<file path="src/rtl/frv_mem_arbiter.sv">
// Two-channel (imem/dmem) arbiter onto one memory port, with an in-order owner FIFO for response routing.
// Optional build macro FRV_MEM_ARB_ROUND_ROBIN_EN: round-robin between channels instead of fixed D-over-I priority.
module frv_mem_arbiter #(
  parameter int XL          = 31,
  parameter int OUTSTANDING = 2
) (
  input  logic          g_clk,
  input  logic          g_resetn,
  input  logic          imem_req,
  input  logic          imem_wen,
  input  logic [3:0]    imem_strb,
  input  logic [XL:0]   imem_wdata,
  input  logic [XL:0]   imem_addr,
  output logic          imem_gnt,
  output logic          imem_recv,
  input  logic          imem_ack,
  output logic          imem_error,
  output logic [XL:0]   imem_rdata,
  input  logic          dmem_req,
  input  logic          dmem_wen,
  input  logic [3:0]    dmem_strb,
  input  logic [XL:0]   dmem_wdata,
  input  logic [XL:0]   dmem_addr,
  output logic          dmem_gnt,
  output logic          dmem_recv,
  input  logic          dmem_ack,
  output logic          dmem_error,
  output logic [XL:0]   dmem_rdata,
  output logic          mem_req,
  output logic          mem_wen,
  output logic [3:0]    mem_strb,
  output logic [XL:0]   mem_wdata,
  output logic [XL:0]   mem_addr,
  input  logic          mem_gnt,
  input  logic          mem_recv,
  input  logic          mem_error,
  input  logic [XL:0]   mem_rdata,
  output logic          mem_ack
);

  localparam logic [1:0] NONE   = 2'd0;
  localparam logic [1:0] LOCK_I = 2'd1;
  localparam logic [1:0] LOCK_D = 2'd2;

  localparam logic [2:0] FULL_CNT = 3'(OUTSTANDING);
  localparam logic [1:0] LAST_IDX = 2'(OUTSTANDING - 1);

  logic [1:0] lock_reg, lock_next;
  logic [2:0] count_reg, count_next;
  logic [1:0] wr_ptr_reg, rd_ptr_reg;
  logic [3:0] owner_reg, owner_next;

  logic sel_is_d, sel_req, full, empty, head_is_d, push, pop;

`ifdef FRV_MEM_ARB_ROUND_ROBIN_EN
  logic last_d_reg;
`endif

  // A locked channel keeps the port until its pending request is accepted.
  always_comb begin
    sel_is_d = 1'b0;
    case (lock_reg)
      LOCK_I: sel_is_d = 1'b0;
      LOCK_D: sel_is_d = 1'b1;
      default: begin
`ifdef FRV_MEM_ARB_ROUND_ROBIN_EN
        if (imem_req && dmem_req) sel_is_d = ~last_d_reg;
        else                      sel_is_d = dmem_req;
`else
        sel_is_d = dmem_req;
`endif
      end
    endcase
  end

  assign full      = (count_reg == FULL_CNT);
  assign empty     = (count_reg == 3'd0);
  assign sel_req   = sel_is_d ? dmem_req : imem_req;
  assign mem_req   = sel_req && !full;
  assign mem_wen   = sel_is_d ? dmem_wen   : imem_wen;
  assign mem_strb  = sel_is_d ? dmem_strb  : imem_strb;
  assign mem_wdata = sel_is_d ? dmem_wdata : imem_wdata;
  assign mem_addr  = sel_is_d ? dmem_addr  : imem_addr;

  assign push     = mem_req && mem_gnt;
  assign imem_gnt = push && !sel_is_d;
  assign dmem_gnt = push && sel_is_d;

  assign head_is_d  = owner_reg[rd_ptr_reg];
  assign imem_recv  = mem_recv && !empty && !head_is_d;
  assign dmem_recv  = mem_recv && !empty && head_is_d;
  assign imem_rdata = mem_rdata;
  assign dmem_rdata = mem_rdata;
  assign imem_error = mem_error;
  assign dmem_error = mem_error;
  // With nothing outstanding the response has no owner and is simply drained.
  assign mem_ack    = empty ? mem_recv : (head_is_d ? dmem_ack : imem_ack);
  assign pop        = mem_recv && mem_ack && !empty;

  genvar gi;
  generate
    for (gi = 0; gi < 4; gi++) begin : g_owner
      assign owner_next[gi] = (push && wr_ptr_reg == 2'(gi)) ? sel_is_d : owner_reg[gi];
    end
  endgenerate

  always_comb begin
    count_next = count_reg;
    case ({push, pop})
      2'b10:   count_next = count_reg + 3'd1;
      2'b01:   count_next = count_reg - 3'd1;
      default: count_next = count_reg;
    endcase
  end

  always_comb begin
    lock_next = lock_reg;
    if (lock_reg == NONE) begin
      if (mem_req && !mem_gnt) lock_next = sel_is_d ? LOCK_D : LOCK_I;
    end else if (push) begin
      lock_next = NONE;
    end
  end

  always_ff @(posedge g_clk or negedge g_resetn) begin
    if (!g_resetn) begin
      lock_reg   <= NONE;
      count_reg  <= 3'd0;
      wr_ptr_reg <= 2'd0;
      rd_ptr_reg <= 2'd0;
      owner_reg  <= 4'd0;
    end else begin
      lock_reg  <= lock_next;
      count_reg <= count_next;
      owner_reg <= owner_next;
      if (push) wr_ptr_reg <= (wr_ptr_reg == LAST_IDX) ? 2'd0 : wr_ptr_reg + 2'd1;
      if (pop)  rd_ptr_reg <= (rd_ptr_reg == LAST_IDX) ? 2'd0 : rd_ptr_reg + 2'd1;
    end
  end

`ifdef FRV_MEM_ARB_ROUND_ROBIN_EN
  always_ff @(posedge g_clk or negedge g_resetn) begin
    if (!g_resetn)  last_d_reg <= 1'b1;
    else if (push)  last_d_reg <= sel_is_d;
  end
`endif

endmodule

</file>
<file path="config.mk">
export PLATFORM = sky130hd
export DESIGN_NAME = frv_mem_arbiter
export DESIGN_NICKNAME = d
export VERILOG_FILES = /design/src/rtl/frv_mem_arbiter.sv
export SDC_FILE = /design/constraint.sdc
export NUM_CORES = 1
export LEC_CHECK = 0
export BUFFER_PORTS_ARGS = -buffer_cell sky130_fd_sc_hd__clkbuf_2
export CORE_AREA = 2 2 124 126
export DETAILED_ROUTE_END_ITERATION = 8
export DIE_AREA = 0 0 126 128
export PLACE_DENSITY = 0.41
export SETUP_SLACK_MARGIN = 0.02
export SYNTH_ARGS = -nofsm -noshare
export SYNTH_HDL_FRONTEND = slang
export SYNTH_SLANG_ARGS = --single-unit
export TNS_END_PERCENT = 1
</file>
<file path="constraint.sdc">
create_clock -name g_clk -period 2.9 [get_ports g_clk]
set_clock_uncertainty 0.1 [all_clocks]
set_input_delay 0.145 -clock g_clk [delete_from_list [all_inputs] [get_ports g_clk]]
set_output_delay 0.145 -clock g_clk [all_outputs]
set_load 0.01 [all_outputs]
</file>
Word level (Yosys, flattened, before mapping) --
Index checks and enable logic that the tools add are counted.
Operators by class: add/sub/neg operators 4, multipliers 0, divide/modulo/power cells 0, magnitude comparators 1, equal/unequal tests 10, shift-type cells 0, muxes and demuxes 17, bitwise logic cells 0, reduce and logical (&&, ||, !) cells 25
Operators with widths (count):
- 2-to-1 mux 32 bit | 2
- logical AND 1 bit | 14
- 2-to-1 mux 2 bit | 6
- equality test 2 x 1 -> 1 bit (second input constant) | 4
- equality test 2 bit (second input constant) | 4
- one-hot mux 3 bit (2 select lines) | 1
- zero test 1 bit | 5
- 2-to-1 mux 1 bit | 5
- adder 2 x 1 -> 2 bit (second input constant) | 2
- zero test 2 bit | 2
- 2-to-1 mux 4 bit | 1
- nonzero test 2 bit | 2
- adder 3 x 1 -> 3 bit (second input constant) | 1
- equality test 3 x 2 -> 1 bit (second input constant) | 1
- zero test 3 bit | 1
- < comparator 2 x 3 -> 1 bit (second input constant) | 1
- subtractor 3 x 1 -> 3 bit (second input constant) | 1
- binary-select mux 1 bit (select 2 bit) | 1
- != test 2 x 1 -> 1 bit (second input constant) | 1
- one-hot mux 1 bit (2 select lines) | 1
- AND reduction 2 bit | 1
Storage, ports and cells: register bits after elaboration 13, bits in latches 0, RAM bits 0, memory bits (read-only) 0, bits of input ports 179, output and inout bits 141, memories kept 0

Longest topological paths before layout --
Gate-level depths: netlist of run 1.
depth in word-level cells 8, depth in mapped cells 10, gate-level depth less buffers 10

Least setup slack after synthesis of run 1 --
OpenSTA, ideal clock, no wires.
kind reg2reg, start point register lock_reg[1], end point register count_reg[2], setup time 0.079 ns, data arrival time 2.320 ns, path slack 0.400 ns, cell stages (with the launch flop) 11, period minus slack after synthesis 2.500 ns, path through dfrtp_1 -> inv_1 -> ha_1 -> or3b_4 -> o2111ai_4 -> ha_1 -> inv_1 -> fa_1 -> xor2_1 -> nor2_1 -> xor2_1
Between the ends: word-level cells in the longest chain between the ends 7
Ends and longest elaborated chain:
- from (decl) | RTL line 48 | logic [1:0] lock_reg, lock_next;
- from (signal assigned) | RTL line 133 | lock_reg <= lock_next;
- equality test 2 bit or equality test 2 x 1 -> 1 bit (tied branches) | RTL line 62 | case (lock_reg)
- one-hot mux 1 bit (2 select lines) (*) | RTL line 62
- 2-to-1 mux 1 bit (*) | RTL line 78 | assign sel_req = sel_is_d ? dmem_req : imem_req;
- logical AND 1 bit (*) | RTL line 79 | assign mem_req = sel_req && !full;
- logical AND 1 bit (*) | RTL line 85 | assign push = mem_req && mem_gnt;
- equality test 2 x 1 -> 1 bit or equality test 2 bit (tied branches) | RTL line 109 | case ({push, pop})
- one-hot mux 3 bit (2 select lines) or nonzero test 2 bit (tied branches)
- to (signal assigned) | RTL line 134 | count_reg <= count_next;
- to (decl) | RTL line 49 | logic [2:0] count_reg, count_next;
Every way passes the cells marked *; elsewhere a longest branch is shown, timed or not. A chain may end at the register's enable or synchronous reset.

Final worst setup path of run 1 --
start point register lock_reg[0], end point output mem_addr[28]
Between the ends: word-level cells in the longest chain between the ends 3
Ends and longest elaborated chain:
- equality test 2 bit or equality test 2 x 1 -> 1 bit (tied branches) | RTL line 62
- one-hot mux 1 bit (2 select lines) (*) | RTL line 62
- 2-to-1 mux 32 bit (*) | RTL line 83 | assign mem_addr = sel_is_d ? dmem_addr : imem_addr;
- to (decl) | RTL line 33 | output logic [XL:0] mem_addr,
Marked as above.

==> impl_metrics.ini, run 1 <==
[status]
status = complete, no violations

[sta]
post-route-min-period_ps = 2670
slew_viol_final = 0
holdWs_ps = 73.0
finalHoldViolCount = 0
fin_tns_setup_ps = 0
rsz0062_at_grt = false
slew_headroom_pct = 47.6
fin_crit_sh_pct = 92.1
setup_viol = 0
worst_pin_slew_ps = 786
fmax_mhz = 374

[worst_setup_path]
rr_startpoint = lock_reg[1]
r2r_cells = 10
path_class = reg -> out
cp_common_cell = nand2_1
critPathMaxFanout = 39
cp.required_ps = 2650
cp-endpoint = mem_addr[28]
crit_path_max_incr_delay_ps = 780
reg2reg_setup_slack_ps = 330
arrival_ps = 2430
cp_cell_sequence = inv_1 > ha_1 > mux2_2 > buf_12 > nand2_1 > nand2_1 > clkbuf_2
cp_slowest_cell = mux2_2
r2r_end = count_reg[2]
crit_start = lock_reg[0]
start_kind = register
critPathCaptureType = primary output

[power_and_ir_drop]
p_leak_nw = 1.95
power_density_mw_per_mm2 = 901
irDropWorstVdd_v = 0.000411

[floorplan]
die_h_um = 128
die-area_mm2 = 0.0161
start_util_pct = 14.3
core_area_mm2 = 0.0149
die_w_um = 126
row_count = 45
pin_count = 320

[clocking]
clock_sinks = 13
holdBufCountCts = 1
post_cts_buffers = 0
clk_latency_ps = 240
post_cts_resized = 0
cts.clk_slew.worst_paths_ps = 40
cts_tree = done
cts_root_buf = clkbuf_16
cts_buffers = 3
h-tree-depth = 1
clk_path_buf_depth = 2

[cells_and_area]
drive_gt1_share_pct = 46.3
seqCellArea_um2 = 325
utilization_pct = 20.5
nFillCells = 1690
final_common_cell = clkbuf_2
multi_input_area_mm2 = 0.00124
final_nets = 692
diodes = 0
area_growth_pct = 43.6
final_cell_mix = clkbuf_2 (220), nand2_1 (209), dfrtp_1 (13)
largest_reg_flops = 4

[synth]
synth_top_area_cell = nand2_1
yosys-top-cells-area = nand2_1 (37%), buf_4 (23%), dfrtp_1 (15%)
syn_nets = 543
yosysTopAreaCellShare_pct = 36.9
synth_cell_types = 32
synth_seq_cells = 13
synthesis.area_mm2 = 0.00213
syn_area_per_cell_um2 = 5.91
yosysSeqAreaShare_pct = 15.3
syn_inst = 360
synth_warnings = 0

[place]
dpl.hpwl_mm = 6.02
gp_congestion = 0.795
port_buffers = 220

[detailed_routing]
routedWlPerCell_um = 10.3
drcViolationCount = 0
drt_wl_total_mm = 7.20
routed_via_density = 3.80
firstDrtPassIters = 5
ant_nets = 0
drt_iter0_drc = 77
via_count = 2647

[global_routing]
grt_pass1_wl_mm = 10.5
grt_max_degree = 54
antenna_found_initial = 0
grt_pass1_vias = 2333
grt_usage_pct = 7.86
overflow = 0

[hold_path]
hp-class = in -> reg

[flow_run]
max_cap_violations = 0
==> stage by stage <==
step	setup WS, ps	area (um^2)	total power, mW	cells
2_1_floorplan	400	2130	1.73	360
3_3_place_gp	372	2970	2.51	691
3_5_place_dp	319	2970	2.53	691
4_1_cts	179	3050	2.81	696
5_1_grt	64.3	3050	3.04	696
6_report	229	3050	2.75	696
==> worst max-delay path, delay by kind of cell (launching register included) <==
kind / cells / cell delay, ps
mux: 1 / 780
simple gates: 2 / 170
fa+ha+maj: 1 / 320
flops: 1 / 350
buf+inv: 3 / 520
==> final cells by class <==
class / count / share of cell area, %
Tap cell: 188 / 7.70
Sequential cell: 13 / 10.7
Timing Repair Buffer: 225 / 37.8
Multi-Input combinational cell: 260 / 40.6
Inverter: 6 / 0.737
Clock buffer: 4 / 2.58
==> Yosys cell counts (all sizes together) <==
master / number
nor3: 2
o211a: 1
xnor2: 2
o21a: 1
o21ai: 2
a21boi: 3
inv: 6
a21oi: 1
mux2: 4
fa: 1
dfrtp: 13
a31oi: 2
buf: 69
nor2: 9
o22ai: 2
mux2i: 8
nor2b: 1
or3: 1
o31ai: 2
o2111ai: 1
xor2: 2
ha: 3
clkbuf: 12
or3b: 2
nand2: 209
nor3b: 1
==> report_power, final <==
group / switching (mW) / internal, mW / leakage [nW]
logic: 1.32 / 0.873 / 1.75
clock network: 0.0745 / 0.185 / 0.0382
registers: 0.0516 / 0.247 / 0.165
==> cells by family (layout without fill, tap and decap cells) <==
| family | after synthesis | count (layout) | synth area share [%] |
|---|---|---|---|
| simple gates | 225 | 225 | 41.5 |
| fa+ha+maj | 4 | 4 | 2.71 |
| xor+xnor | 4 | 4 | 1.65 |
| compound gates | 15 | 15 | 5.71 |
| flops | 13 | 13 | 15.3 |
| buf+inv | 87 | 235 | 27.1 |
| mux | 12 | 12 | 6.06 |
==> worst min path at each step <==
stage               cells past startpoint            to     start
floorplan                               0  count_reg[0]  g_resetn
global placement                        1   lock_reg[1]  g_resetn
detailed placement                      1   lock_reg[1]  g_resetn
CTS                                     2   lock_reg[0]   mem_gnt
global route                            2   lock_reg[0]   mem_gnt
finish                                  2   lock_reg[0]   mem_gnt
==> routing by layer <==
layer	share of wire, %	wire (um)	vias to the layer above	GRT usage [%]
met5	0	0	-	0
met2	52	3710	157	15.3
met4	3.4	244	0	3.36
li1	-	-	1337	-
met1	35	2530	1122	8.23
met3	9.9	714	31	1.34
Power figures use the tool's default switching activity.
==> inputs of run 2 (changes only) <==
==> constraint.sdc (replaced) <==
create_clock -name g_clk -period 2.9 [get_ports g_clk]
set_clock_uncertainty 0.1 [all_clocks]
set_input_delay 0.435 -clock g_clk [delete_from_list [all_inputs] [get_ports g_clk]]
set_output_delay 0.435 -clock g_clk [all_outputs]
set_load 0.01 [all_outputs]
==> run 2 against run 1 <==
Effect of this change:
- the flow now finishes with violations (hold timing)
- non-clock buffer count fell by 1
- largest cell class unchanged
- highest routed layer unchanged
- critical endpoint is now mem_wen
- combinational power barely moved
- critical path depth did not move
- register-to-register slack barely moved
- routed wire length fell by 0.49%
- final cell count fell by 0.14%
- core utilization barely moved
- total power fell by 0.67%
- critical path type unchanged
- maximum frequency rose by 1.4%
- hold slack got worse by 85 ps
==> impl_metrics.ini, run 2 (synthesized netlist as in run 1, its figures left out) <==
[place]
pre_cts_ws_ps = 302
dpl.hpwl_mm = 6.05
port_buffers = 220
dpl_cell_area_mm2 = 0.00297
gp_congestion = 0.794

[cells_and_area]
diodes = 0
final_nets = 691
fin_area_mm2 = 0.00305
drive_gt1_share_pct = 46.4
final_common_cell = clkbuf_2
area_growth_pct = 43.3
final_cell_mix = clkbuf_2 (220), nand2_1 (209), dfrtp_1 (13)
largest_reg_flops = 4

[floorplan]
row_count = 45
die-area_mm2 = 0.0161
pin_count = 320
die_h_um = 128
start_util_pct = 14.3
die_w_um = 126
core_area_mm2 = 0.0149

[worst_setup_path]
start_kind = register
critPathMaxFanout = 74
arrival_ps = 2100
crit_start = lock_reg[0]
cp-endpoint = mem_wen
r2r_cells = 10
r2r_end = count_reg[2]
reg2reg_setup_slack_ps = 320
critPathCaptureType = primary output
cp.required_ps = 2370
path_class = reg -> out
rr_startpoint = lock_reg[1]

[sta]
slew_viol_final = 0
setup_viol = 0
rsz0062_at_grt = false
fin_tns_setup_ps = 0
worst_pin_slew_ps = 537
fin_ws_ps = 265
slew_headroom_pct = 64.2
holdWs_ps = -12.3
post-route-min-period_ps = 2630
fmax_mhz = 380
fin_crit_sh_pct = 90.9
finalHoldViolCount = 13

[clocking]
post_cts_buffers = 0
cts_root_buf = clkbuf_16
cts.clk_slew.worst_paths_ps = 50
cts_buffers = 3
clk_latency_ps = 240
clk_path_buf_depth = 2
cts_tree = done
clock_sinks = 13
h-tree-depth = 1
holdBufCountCts = 0

[status]
status = finished, violations left
violations = hold timing

[global_routing]
use_met1_pct = 8.35
grt_util_met2_pct = 15.2
use_met3_pct = 1.50
antenna_found_initial = 0
overflow = 0
grt_pass1_vias = 2358
top_usage_layer = met2
grt_usage_pct = 7.93
grt_pass1_wl_mm = 10.6
grt_max_degree = 75

[power_and_ir_drop]
p_leak_nw = 1.95
power_density_mw_per_mm2 = 896
irDropWorstVdd_v = 0.000342

[detailed_routing]
firstDrtPassIters = 4
routed_via_density = 3.80
routedWlPerCell_um = 10.3
ant_nets = 0
drt_wl_total_mm = 7.16
via_count = 2640
drt_iter0_drc = 64
drcViolationCount = 0

[hold_path]
hp-class = in -> async

[flow_run]
max_cap_violations = 0
run 2: cell count changes in the layout (fill, tap and decap cells not counted), sizes merged:
cell / delta
dlygate4sd3: -1
run 2: repair_timing:
action,CTS,global route
setup endpoints to repair,0,68
gates resized for setup,0,1
hold endpoints to repair,0,0
run 2: worst min path at each step:
stage / start / to / slack (ps)
final: g_resetn / lock_reg[0] / -10
after global routing: g_resetn / lock_reg[0] / 20
after CTS: g_resetn / rd_ptr_reg[0] / 10
after detailed placement: g_resetn / rd_ptr_reg[0] / 270
after global placement: g_resetn / rd_ptr_reg[0] / 270
after floorplan: g_resetn / count_reg[0] / 40
run 2: through the flow:
| step | instances | power (mW) | utilization [%] |
|---|---|---|---|
| finish | 695 | 2.73 | 20.5 |
| global route | 695 | 3.02 | 20.5 |
| CTS | 695 | 2.77 | 20.5 |
| detailed placement | 691 | 2.50 | 19.9 |
| global placement | 691 | 2.48 | 19.9 |
| floorplan | 360 | 1.73 | - |
run 2: layout make-up:
class / instances / area [um^2]
flip-flops and latches: 13 / 325
inverters: 6 / 22.5
repair buffers: 224 / 1150
clock buffers: 4 / 78.8
fillers: 1734 / 11800
well taps: 188 / 235
multi-input cells: 260 / 1240
run 2: power by group:
part           switching (mW)  internal, mW  total, mW  leakage [nW]
Clock                  0.0737         0.185      0.259        0.0382
Combinational            1.30         0.878       2.18          1.75
Sequential             0.0479         0.246      0.294         0.165
Total                    1.42          1.31       2.73          1.95
run 2: worst max-delay path, stage by stage, from the launching register on:
cell and delay, ps:
dfrtp_1 350, inv_1 120, ha_1 320, mux2_2 260, buf_6 430, nand2_1 100, nand2_1 100, clkbuf_2 140
run 2: per-layer routing:
layer,vias to the layer above,wire length [um],share of wire [%]
li1,1335,-,-
met1,1119,2550,36
met2,157,3690,51
met3,29,694,9.7
met4,0,231,3.2
met5,-,0,0
